==> src/rtl/ram_req_ctrl_pkg.sv <==
// ram_req_ctrl_pkg: shared state encoding and default RAM geometry for the request sequencer.
package ram_req_ctrl_pkg;
    localparam int RAM_AW = 3;
    localparam int RAM_DW = 4;
    localparam int RAM_CW = 8;
    typedef enum logic [1:0] {
        IDLE    = 2'd0,
        RD_WAIT = 2'd1,
        RESP    = 2'd2
    } state_e;
endpackage

==> src/rtl/ram_req_ctrl_sat_counter.sv <==
// sat_counter: CW-bit incrementer that sticks at all-ones, cleared by async active-low reset.
module sat_counter #(
    parameter int CW = 8
) (
    input  logic          clk,
    input  logic          rst_n,
    input  logic          inc,
    output logic [CW-1:0] cnt
);
    logic [CW-1:0] cnt_q, cnt_d;
    always_comb cnt_d = (inc && cnt_q != '1) ? cnt_q + 1'b1 : cnt_q;
    always_ff @(posedge clk or negedge rst_n) begin
        if (!rst_n) cnt_q <= '0;
        else        cnt_q <= cnt_d;
    end
    assign cnt = cnt_q;
endmodule

==> src/rtl/ram_req_ctrl.sv <==
// ram_req_ctrl: turns valid/ready load/store requests into block-RAM port cycles,
// hides the RAM's registered-address read latency and returns read data on a response channel.
module ram_req_ctrl
    import ram_req_ctrl_pkg::*;
#(
    parameter int AW = RAM_AW,
    parameter int DW = RAM_DW,
    parameter int CW = RAM_CW
) (
    input  logic          CLK,
    input  logic          RST_N,
    input  logic          req_valid,
    output logic          req_ready,
    input  logic          req_we,
    input  logic [AW-1:0] req_addr,
    input  logic [DW-1:0] req_wdata,
    output logic          resp_valid,
    input  logic          resp_ready,
    output logic [DW-1:0] resp_rdata,
    output logic [AW-1:0] ram_addr,
    output logic [DW-1:0] ram_wdata,
    output logic          ram_we,
    input  logic [DW-1:0] ram_rdata,
    output logic [CW-1:0] rd_cnt,
    output logic [CW-1:0] wr_cnt
);
    state_e        state_q, state_d;
    logic [AW-1:0] addr_q, addr_d;
    logic          resp_valid_q, resp_valid_d;
    logic [DW-1:0] resp_rdata_q, resp_rdata_d;
    logic          idle, rd_acc, wr_acc;

    assign idle   = state_q == IDLE;
    assign rd_acc = req_valid & idle & ~req_we;
    assign wr_acc = req_valid & idle & req_we;

    assign req_ready  = idle;
    assign ram_we     = wr_acc;
    assign ram_wdata  = req_wdata;
    // Hold the read address on the RAM port while its registered address settles.
    assign ram_addr   = idle ? req_addr : addr_q;
    assign resp_valid = resp_valid_q;
    assign resp_rdata = resp_rdata_q;

    always_comb begin
        state_d      = state_q;
        addr_d       = addr_q;
        resp_valid_d = resp_valid_q;
        resp_rdata_d = resp_rdata_q;
        case (state_q)
            IDLE: begin
                if (rd_acc) begin
                    state_d = RD_WAIT;
                    addr_d  = req_addr;
                end
            end
            RD_WAIT: begin
                state_d      = RESP;
                resp_valid_d = 1'b1;
                resp_rdata_d = ram_rdata;
            end
            RESP: begin
                if (resp_ready) begin
                    state_d      = IDLE;
                    resp_valid_d = 1'b0;
                end
            end
            default: state_d = IDLE;
        endcase
    end

    always_ff @(posedge CLK or negedge RST_N) begin
        if (!RST_N) begin
            state_q      <= IDLE;
            addr_q       <= '0;
            resp_valid_q <= 1'b0;
            resp_rdata_q <= '0;
        end else begin
            state_q      <= state_d;
            addr_q       <= addr_d;
            resp_valid_q <= resp_valid_d;
            resp_rdata_q <= resp_rdata_d;
        end
    end

    sat_counter #(.CW(CW)) u_rd_cnt (.clk(CLK), .rst_n(RST_N), .inc(rd_acc), .cnt(rd_cnt));
    sat_counter #(.CW(CW)) u_wr_cnt (.clk(CLK), .rst_n(RST_N), .inc(wr_acc), .cnt(wr_cnt));
endmodule

==> config.mk <==
export PLATFORM = sky130hd
export DESIGN_NAME = ram_req_ctrl
export DESIGN_NICKNAME = d
export VERILOG_FILES = /design/src/rtl/ram_req_ctrl_pkg.sv /design/src/rtl/ram_req_ctrl_sat_counter.sv /design/src/rtl/ram_req_ctrl.sv
export SDC_FILE = /design/constraint.sdc
export NUM_CORES = 1
export LEC_CHECK = 0
export BUFFER_PORTS_ARGS = -buffer_cell sky130_fd_sc_hd__buf_2
export CAP_MARGIN = 30
export CORE_UTILIZATION = 48
export CTS_BUF_LIST = sky130_fd_sc_hd__clkbuf_4 sky130_fd_sc_hd__clkbuf_8 sky130_fd_sc_hd__clkbuf_16
export CTS_CLUSTER_SIZE = 16
export DETAILED_ROUTE_END_ITERATION = 7
export HOLD_SLACK_MARGIN = 0.02
export PLACE_DENSITY = 0.78
export SYNTH_ARGS = -nofsm -noshare
export SYNTH_HDL_FRONTEND = slang
export SYNTH_SLANG_ARGS = --single-unit
==> constraint.sdc <==
create_clock -name CLK -period 2.3 [get_ports CLK]
set_input_delay 0.115 -clock CLK [delete_from_list [all_inputs] [get_ports CLK]]
set_output_delay 0.115 -clock CLK [all_outputs]
set_load 0.02 [all_outputs]
==> results of run 1 <==
state kept, by name, indices dropped and copies added, names as in the netlist:
name / flops
state_q: 2
resp_valid: 1
u_wr_cnt.cnt: 8
addr_q: 3
u_rd_cnt.cnt: 8
resp_rdata: 4
area by class of cell:
| type | instances | share of cell area [%] |
|---|---|---|
| tap | 30 | 2.353 |
| sequential | 26 | 40.78 |
| clock buffer | 3 | 1.412 |
| multi-input combinational | 78 | 35.92 |
| timing repair buffer | 45 | 16.63 |
| clock inverter | 1 | 1.882 |
| inverter | 4 | 1.020 |
per-layer routing:
| layer | vias to the layer above | share of wire [%] | GRT usage (%) |
|---|---|---|---|
| li1 | 493 | - | - |
| met1 | 491 | 44 | 25.18 |
| met2 | 30 | 50 | 35.83 |
| met3 | 4 | 4.8 | 3.107 |
| met4 | 0 | 1.1 | 9.211 |
| met5 | - | 0 | 0 |
repair_timing:
item | 4_1_cts | 5_1_grt
setup endpoints to repair | 0 | 0
hold buffers | 8 | 0
hold endpoints to repair | 33 | 0
cells in the mapped netlist:
master     number  area, um2
and4_1          2      17.52
nand4bb_1       1      11.26
xnor2_1         4      35.03
a21oi_1         5      25.02
nand2_1        16      60.06
mux2_2          9      101.4
a211oi_1        1      7.510
mux2_4          1      15.01
nand2b_1        3      18.77
a41oi_1         1      8.760
inv_1           2      7.510
buf_4           4      30.03
o2111ai_1       1      8.760
or4b_1          1      10.01
dfrtp_1        26      650.6
nor2_1          2      7.510
nor4_2          2      25.02
ha_1            2      25.02
nor3b_1         1      7.510
nand3_1         4      20.02
o21a_1          1      7.510
nand4_1         3      18.77
o211ai_1        1      7.510
buf_2           1      5.000
inv_2           1      3.750
o21ai_1         1      5.000
nor2b_1         1      6.260
xor2_1          1      8.760
and3_1          3      18.77
nor3_1          1      5.000
mux2_1          5      56.30
or2_2           1      6.260
a31oi_1         3      18.77
a41o_1          1      10.01
clkinv_2        1      5.000
critical path: stages (launching register included):
cell and delay [ps]:
dfrtp_1 450, or4b_1 710, nor4_2 340, mux2_1 340
how the worst max path moves through the flow:
stage	endpoint	slack, ps	cells after the start
2_1_floorplan	u_rd_cnt.cnt[7]	510	4
4_1_cts	u_rd_cnt.cnt[7]	370	3
6_report	u_rd_cnt.cnt[7]	360	3
3_5_place_dp	u_rd_cnt.cnt[7]	380	3
3_3_place_gp	u_rd_cnt.cnt[7]	420	3
5_1_grt	u_rd_cnt.cnt[7]	280	3
kinds of logic (layout without fill, tap and decap cells):
family	count (synthesis)	count (layout)	share of synthesized area, %
XOR/XNOR	5	5	3.435
AO/OA/AOI/OAI	15	15	7.753
AND/OR/NAND/NOR	41	41	18.25
adder cells (fa/ha/maj)	2	2	1.962
buffers and inverters	9	53	4.023
flip-flops	26	26	51.03
multiplexers	15	15	13.54
power groups by stage:
stage / Combinational, W / Clock (W) / Sequential (W)
after detailed placement: 0.000634 / 0 / 0.000764
after CTS: 0.000646 / 0.000327 / 0.000754
after floorplan: 0.000288 / 0 / 0.000890
after global placement: 0.000619 / 0 / 0.000751
after global routing: 0.000708 / 0.000335 / 0.000785
final: 0.000645 / 0.000315 / 0.000759
cell usage in the layout, fill, tap and decap left out, drive strengths merged, types with 4 or more instances in the layout:
cell	count
nand2	16
nand3	4
buf	37
xnor2	4
dlygate4sd3	8
a21oi	5
dfrtp	26
mux2	15
through the flow:
stage / cells / hold WS (ps) / utilization, %
floorplan: 113 / -180.6 / -
global placement: 175 / 148.5 / 58.51
detailed placement: 175 / 146.1 / 58.51
CTS: 187 / 142.4 / 63.81
global route: 187 / 214.5 / 63.81
finish: 187 / 161.6 / 63.81
==> flow_summary.toml, run 1 <==
[timing]
setup_viol = 0
final_max_slew_viol_count = 0
hold_violations = 0
final.setup_skew_ps = 4.412
tns_ps = 0
finalCriticalPeriod_ps = 1942
setup_ws_ps = 357.6
worst_pin_slew_ps = 584.3
slew_headroom_pct = 61.04
finalCritPeriodShare_pct = 84.45
rsz0062_at_grt = "false"
fmax_ghz = 0.5148

[synthesis]
synth_seq_area_share_pct = 51.03
syn-instance-count = 113
synth_area_um2 = 1275
avgSynthCellArea_um2 = 11.28
ys_warn_count = 0
ys_ff_latch = 26
synth_cell_types = 35
synth_fp_nets = 131

[worst_setup_path]
startpoint_type = "flop"
end_kind = "flop"
criticalPathCategory = "reg -> reg"
worstPathMaxFanout = 8
timing.rr.start = "state_q[0]"
r2r_cells = 3
timing.rr.end = "u_rd_cnt.cnt[7]"
cp.arrival_ps = 2170
required_ps = 2520
r2r_slack_ps = 360
critPathLaunch = "state_q[0]"

[clock_tree]
cts.sinks = 26
clockBufferDepth = 2
cts_setup_buffers = 0
cts_resized = 0
cts_tree = "done"
cts_buffers = 3
h-tree-depth = 1
clk_latency_ps = 320
clkTransAtPathRegs_ps = 140
cts-root-buf = "clkbuf_4"

[placement]
dpl.hpwl_um = 1841
gp_congestion = 0.7402
io_buffers = 37
dpl_cell_area_um2 = 1463
pre_cts_ws_ps = 381.7

[pwr]
p_leak_nw = 0.7792
clockPowerShare_pct = 18.3
seqPwrFrac_pct = 44.1
p_sw_share_pct = 39.63
pwr-share-comb_pct = 37.5
p_per_area_nw_per_um2 = 1078
internal-power_w = 0.001038
p_switching_w = 0.0006815
power_w = 0.001720
ir_drop_v = 0.0007873

[worst_hold_path]
min_from = "resp_ready"
hold_path_depth = 4
worstHoldEndpoint = "resp_valid"
hold_class = "in -> reg"

[layout]
multi_input_comb_area_um2 = 573.1
syn2layout_area_growth_pct = 25.12
fillCellCount = 207
regArea_um2 = 650.6
drive_gt1_share_pct = 35.67
antenna_cells = 0
stdcell_area_um2 = 1595
nets = 176

[route]
route.vias.total = 1018
wl_per_cell_um = 14.19
dr.pass1.iters = 4
routed_via_density = 5.444
drtIter0Drc = 16
route.detailed.drc = 0
ant_nets = 0
routed_wl_um = 2654

[die]
fp.dieH_um = 53.54
dieWidth_um = 53.54
coreArea_um2 = 2500
fp-row-count = 18
initial_utilization_pct = 51.00
ioPinCount = 46
dieArea_um2 = 2867

[global_routing]
antenna_found_initial = 0
grt_usage_pct = 20.64
grt_max_degree = 27
overflow = 0
grt_pass1_wl_um = 4209
grt_pass1_vias = 975

[run_status]
outcome = "complete, no violations"

[run]
maxCapViolations = 0
(Power assumes the default switching activity.)
==> run 2: changes to the inputs <==
--- a/config.mk
+++ b/config.mk
@@ -5,14 +5,15 @@
 export SDC_FILE = /design/constraint.sdc
 export NUM_CORES = 1
 export LEC_CHECK = 0
+export ABC_AREA = 1
 export BUFFER_PORTS_ARGS = -buffer_cell sky130_fd_sc_hd__buf_2
 export CAP_MARGIN = 30
-export CORE_UTILIZATION = 48
+export CORE_UTILIZATION = 50
 export CTS_BUF_LIST = sky130_fd_sc_hd__clkbuf_4 sky130_fd_sc_hd__clkbuf_8 sky130_fd_sc_hd__clkbuf_16
 export CTS_CLUSTER_SIZE = 16
 export DETAILED_ROUTE_END_ITERATION = 7
 export HOLD_SLACK_MARGIN = 0.02
-export PLACE_DENSITY = 0.78
+export PLACE_DENSITY = 0.79
 export SYNTH_ARGS = -nofsm -noshare
 export SYNTH_HDL_FRONTEND = slang
 export SYNTH_SLANG_ARGS = --single-unit
==> constraint.sdc (replaced) <==
create_clock -name CLK -period 1.85 [get_ports CLK]
set_input_delay 0.0925 -clock CLK [delete_from_list [all_inputs] [get_ports CLK]]
set_output_delay 0.0925 -clock CLK [all_outputs]
set_load 0.02 [all_outputs]
==> flow_summary.toml, run 2 <==
[run_status]
outcome = "complete, no violations"

[synthesis]
synth_area_leaders = "dfrtp_1 (46%), nand2_1 (23%), inv_1 (4.3%)"
synthTopCellsByCount = "nand2_1 (85), dfrtp_1 (26), inv_1 (16), nor2_1 (13), o21ai_0 (11)"
syn-instance-count = 185
async_flop_share_pct = 100.0
synth_ff_type = "dfrtp_1"
synth_area_um2 = 1403
synth_cell_types = 22
yosysMostFrequentCell = "nand2_1"
yosysTopAreaCell = "dfrtp_1"
ys_warn_count = 0
yosysTopAreaCellShare_pct = 46.39
avgSynthCellArea_um2 = 7.582
ys_ff_latch = 26
synth_fp_nets = 203
synth_seq_area_share_pct = 46.39
synth_enable_flop_cells = 0

[worst_setup_path]
required_ps = 1760
startpoint_type = "flop"
worstPathMaxFanout = 6
critical_path.max_stage_delay_ps = 430
end_kind = "primary output"
crit_chain = "inv_1, nand2_1, o21ai_0, buf_2"
cp.arrival_ps = 1320
critPathSlowestCell = "dfrtp_1"
criticalPathCategory = "reg -> out"

[global_routing]
overflow = 0
grt_max_degree = 27
antenna_found_initial = 0
grt_usage_pct = 19.55
grt_pass1_wl_um = 4146
grt_pass1_vias = 991

[pwr]
internal-power_w = 0.001198
p_leak_nw = 0.9204
power_w = 0.001966
seqPwrFrac_pct = 44.8
p_switching_w = 0.0007685
pwr-share-comb_pct = 35.6
ir_drop_v = 0.0009146
clockPowerShare_pct = 19.5
p_sw_share_pct = 39.09
p_per_area_nw_per_um2 = 1151

[clock_tree]
cts-hold-fix-buffers = 6
clockBufferDepth = 2
cts_tree = "done"
cts-root-buf = "clkbuf_4"
cts_setup_buffers = 0
clkTransAtPathRegs_ps = 140
cts_buffers = 3
clk_latency_ps = 310
cts.sinks = 26
h-tree-depth = 1
cts_resized = 0

[timing]
final.setup_skew_ps = 2.680
finalCriticalPeriod_ps = 1408
slew_headroom_pct = 63.12
worst_pin_slew_ps = 553.3
fmax_ghz = 0.7101
rsz0062_at_grt = "false"
setup_viol = 0
finalCritPeriodShare_pct = 76.12
final_max_slew_viol_count = 0
hold_ws_ps = 38.21
tns_ps = 0
hold_violations = 0

[die]
dieWidth_um = 54.97
initial_utilization_pct = 54.63
dieArea_um2 = 3021
fp-row-count = 18
ioPinCount = 46
fp.dieH_um = 54.97
coreArea_um2 = 2567

[worst_hold_path]
hold_class = "in -> reg"

[layout]
antenna_cells = 0
nets = 247
drive_gt1_share_pct = 22.81
fillCellCount = 230
syn2layout_area_growth_pct = 21.77
layout_commonest_cell = "nand2_1"
final_cell_mix = "nand2_1 (85), buf_2 (37), dfrtp_1 (26)"

[placement]
dpl.hpwl_um = 1878
io_buffers = 37
gp_congestion = 0.8258

[route]
wl_per_cell_um = 10.03
route.vias.total = 1192
routed_via_density = 4.620
dr.pass1.iters = 4
route.detailed.drc = 0
ant_nets = 0
routed_wl_um = 2588
drtIter0Drc = 21

[run]
maxCapViolations = 0
-- run 2: changes by cell type after synthesis, sizes merged, moves of 4 or more --
cell / change
a21oi: -4
inv: +15
mux2: -15
nand2: +72
nand3: +5
nor2: +12
o21ai: +12
-- run 2: layout make-up --
cell class	instances	area (um2)	area share [%]
clock buffer	3	22.52	1.319
clock inverter	1	30.03	1.758
inverter	21	92.59	5.421
multi-input combinational	134	629.4	36.85
sequential	26	650.6	38.10
tap	30	37.54	2.198
timing repair buffer	43	245.2	14.36
-- run 2: worst max-delay path: cells and delay by family, from the launching register on --
family	cells	cell delay (ps)
DFF	1	430
AOI/OAI and AO/OA	1	150
buffers and inverters	2	290
and+or+nand+nor	1	120
-- run 2: power groups by stage --
stage	Combinational [W]	Sequential, W	Clock [W]
6_report	0.000701	0.000882	0.000384
5_1_grt	0.000793	0.000905	0.000412
4_1_cts	0.000711	0.000881	0.000397
3_5_place_dp	0.000698	0.000891	0
3_3_place_gp	0.000688	0.000888	0
2_1_floorplan	0.000332	0.00103	0
-- run 2: final timing paths --
check,to,from,slack (ps),cells after the start
max in group asynchronous,u_rd_cnt.cnt[5],RST_N,1210,2
setup / recovery,ram_addr[2],state_q[0],440,4
hold / removal,addr_q[2],req_addr[2],40,3
min in group asynchronous,u_wr_cnt.cnt[2],RST_N,280,2
setup reg to reg,u_wr_cnt.cnt[3],u_wr_cnt.cnt[0],540,8
hold reg to reg,resp_rdata[2],resp_rdata[2],490,2
-- run 2: layer usage --
metal | global-route usage, % | vias up | wire length (um)
li1 | - | 649 | -
met5 | 0 | - | 0
met1 | 25.04 | 520 | 1256
met3 | 4.918 | 2 | 94
met2 | 32.93 | 21 | 1221
met4 | 5.000 | 0 | 15
-- run 2: logic make-up after synthesis --
group | synth area share (%)
AO/OA/AOI/OAI | 4.995
AND/OR/NAND/NOR | 34.35
XOR/XNOR | 3.747
buffers and inverters | 8.742
flip-flops | 46.39
adder cells (fa/ha/maj) | 1.784
-- run 2: through the flow --
stage / utilization, % / instances / cell area, um2 / setup WS (ps)
global route: 66.52 / 258 / 1708 / 226.2
global placement: 62.13 / 248 / 1595 / 573.4
finish: 66.52 / 258 / 1708 / 441.8
detailed placement: 62.13 / 248 / 1595 / 553.2
floorplan: - / 185 / 1403 / 511.2
CTS: 66.52 / 258 / 1708 / 415.2
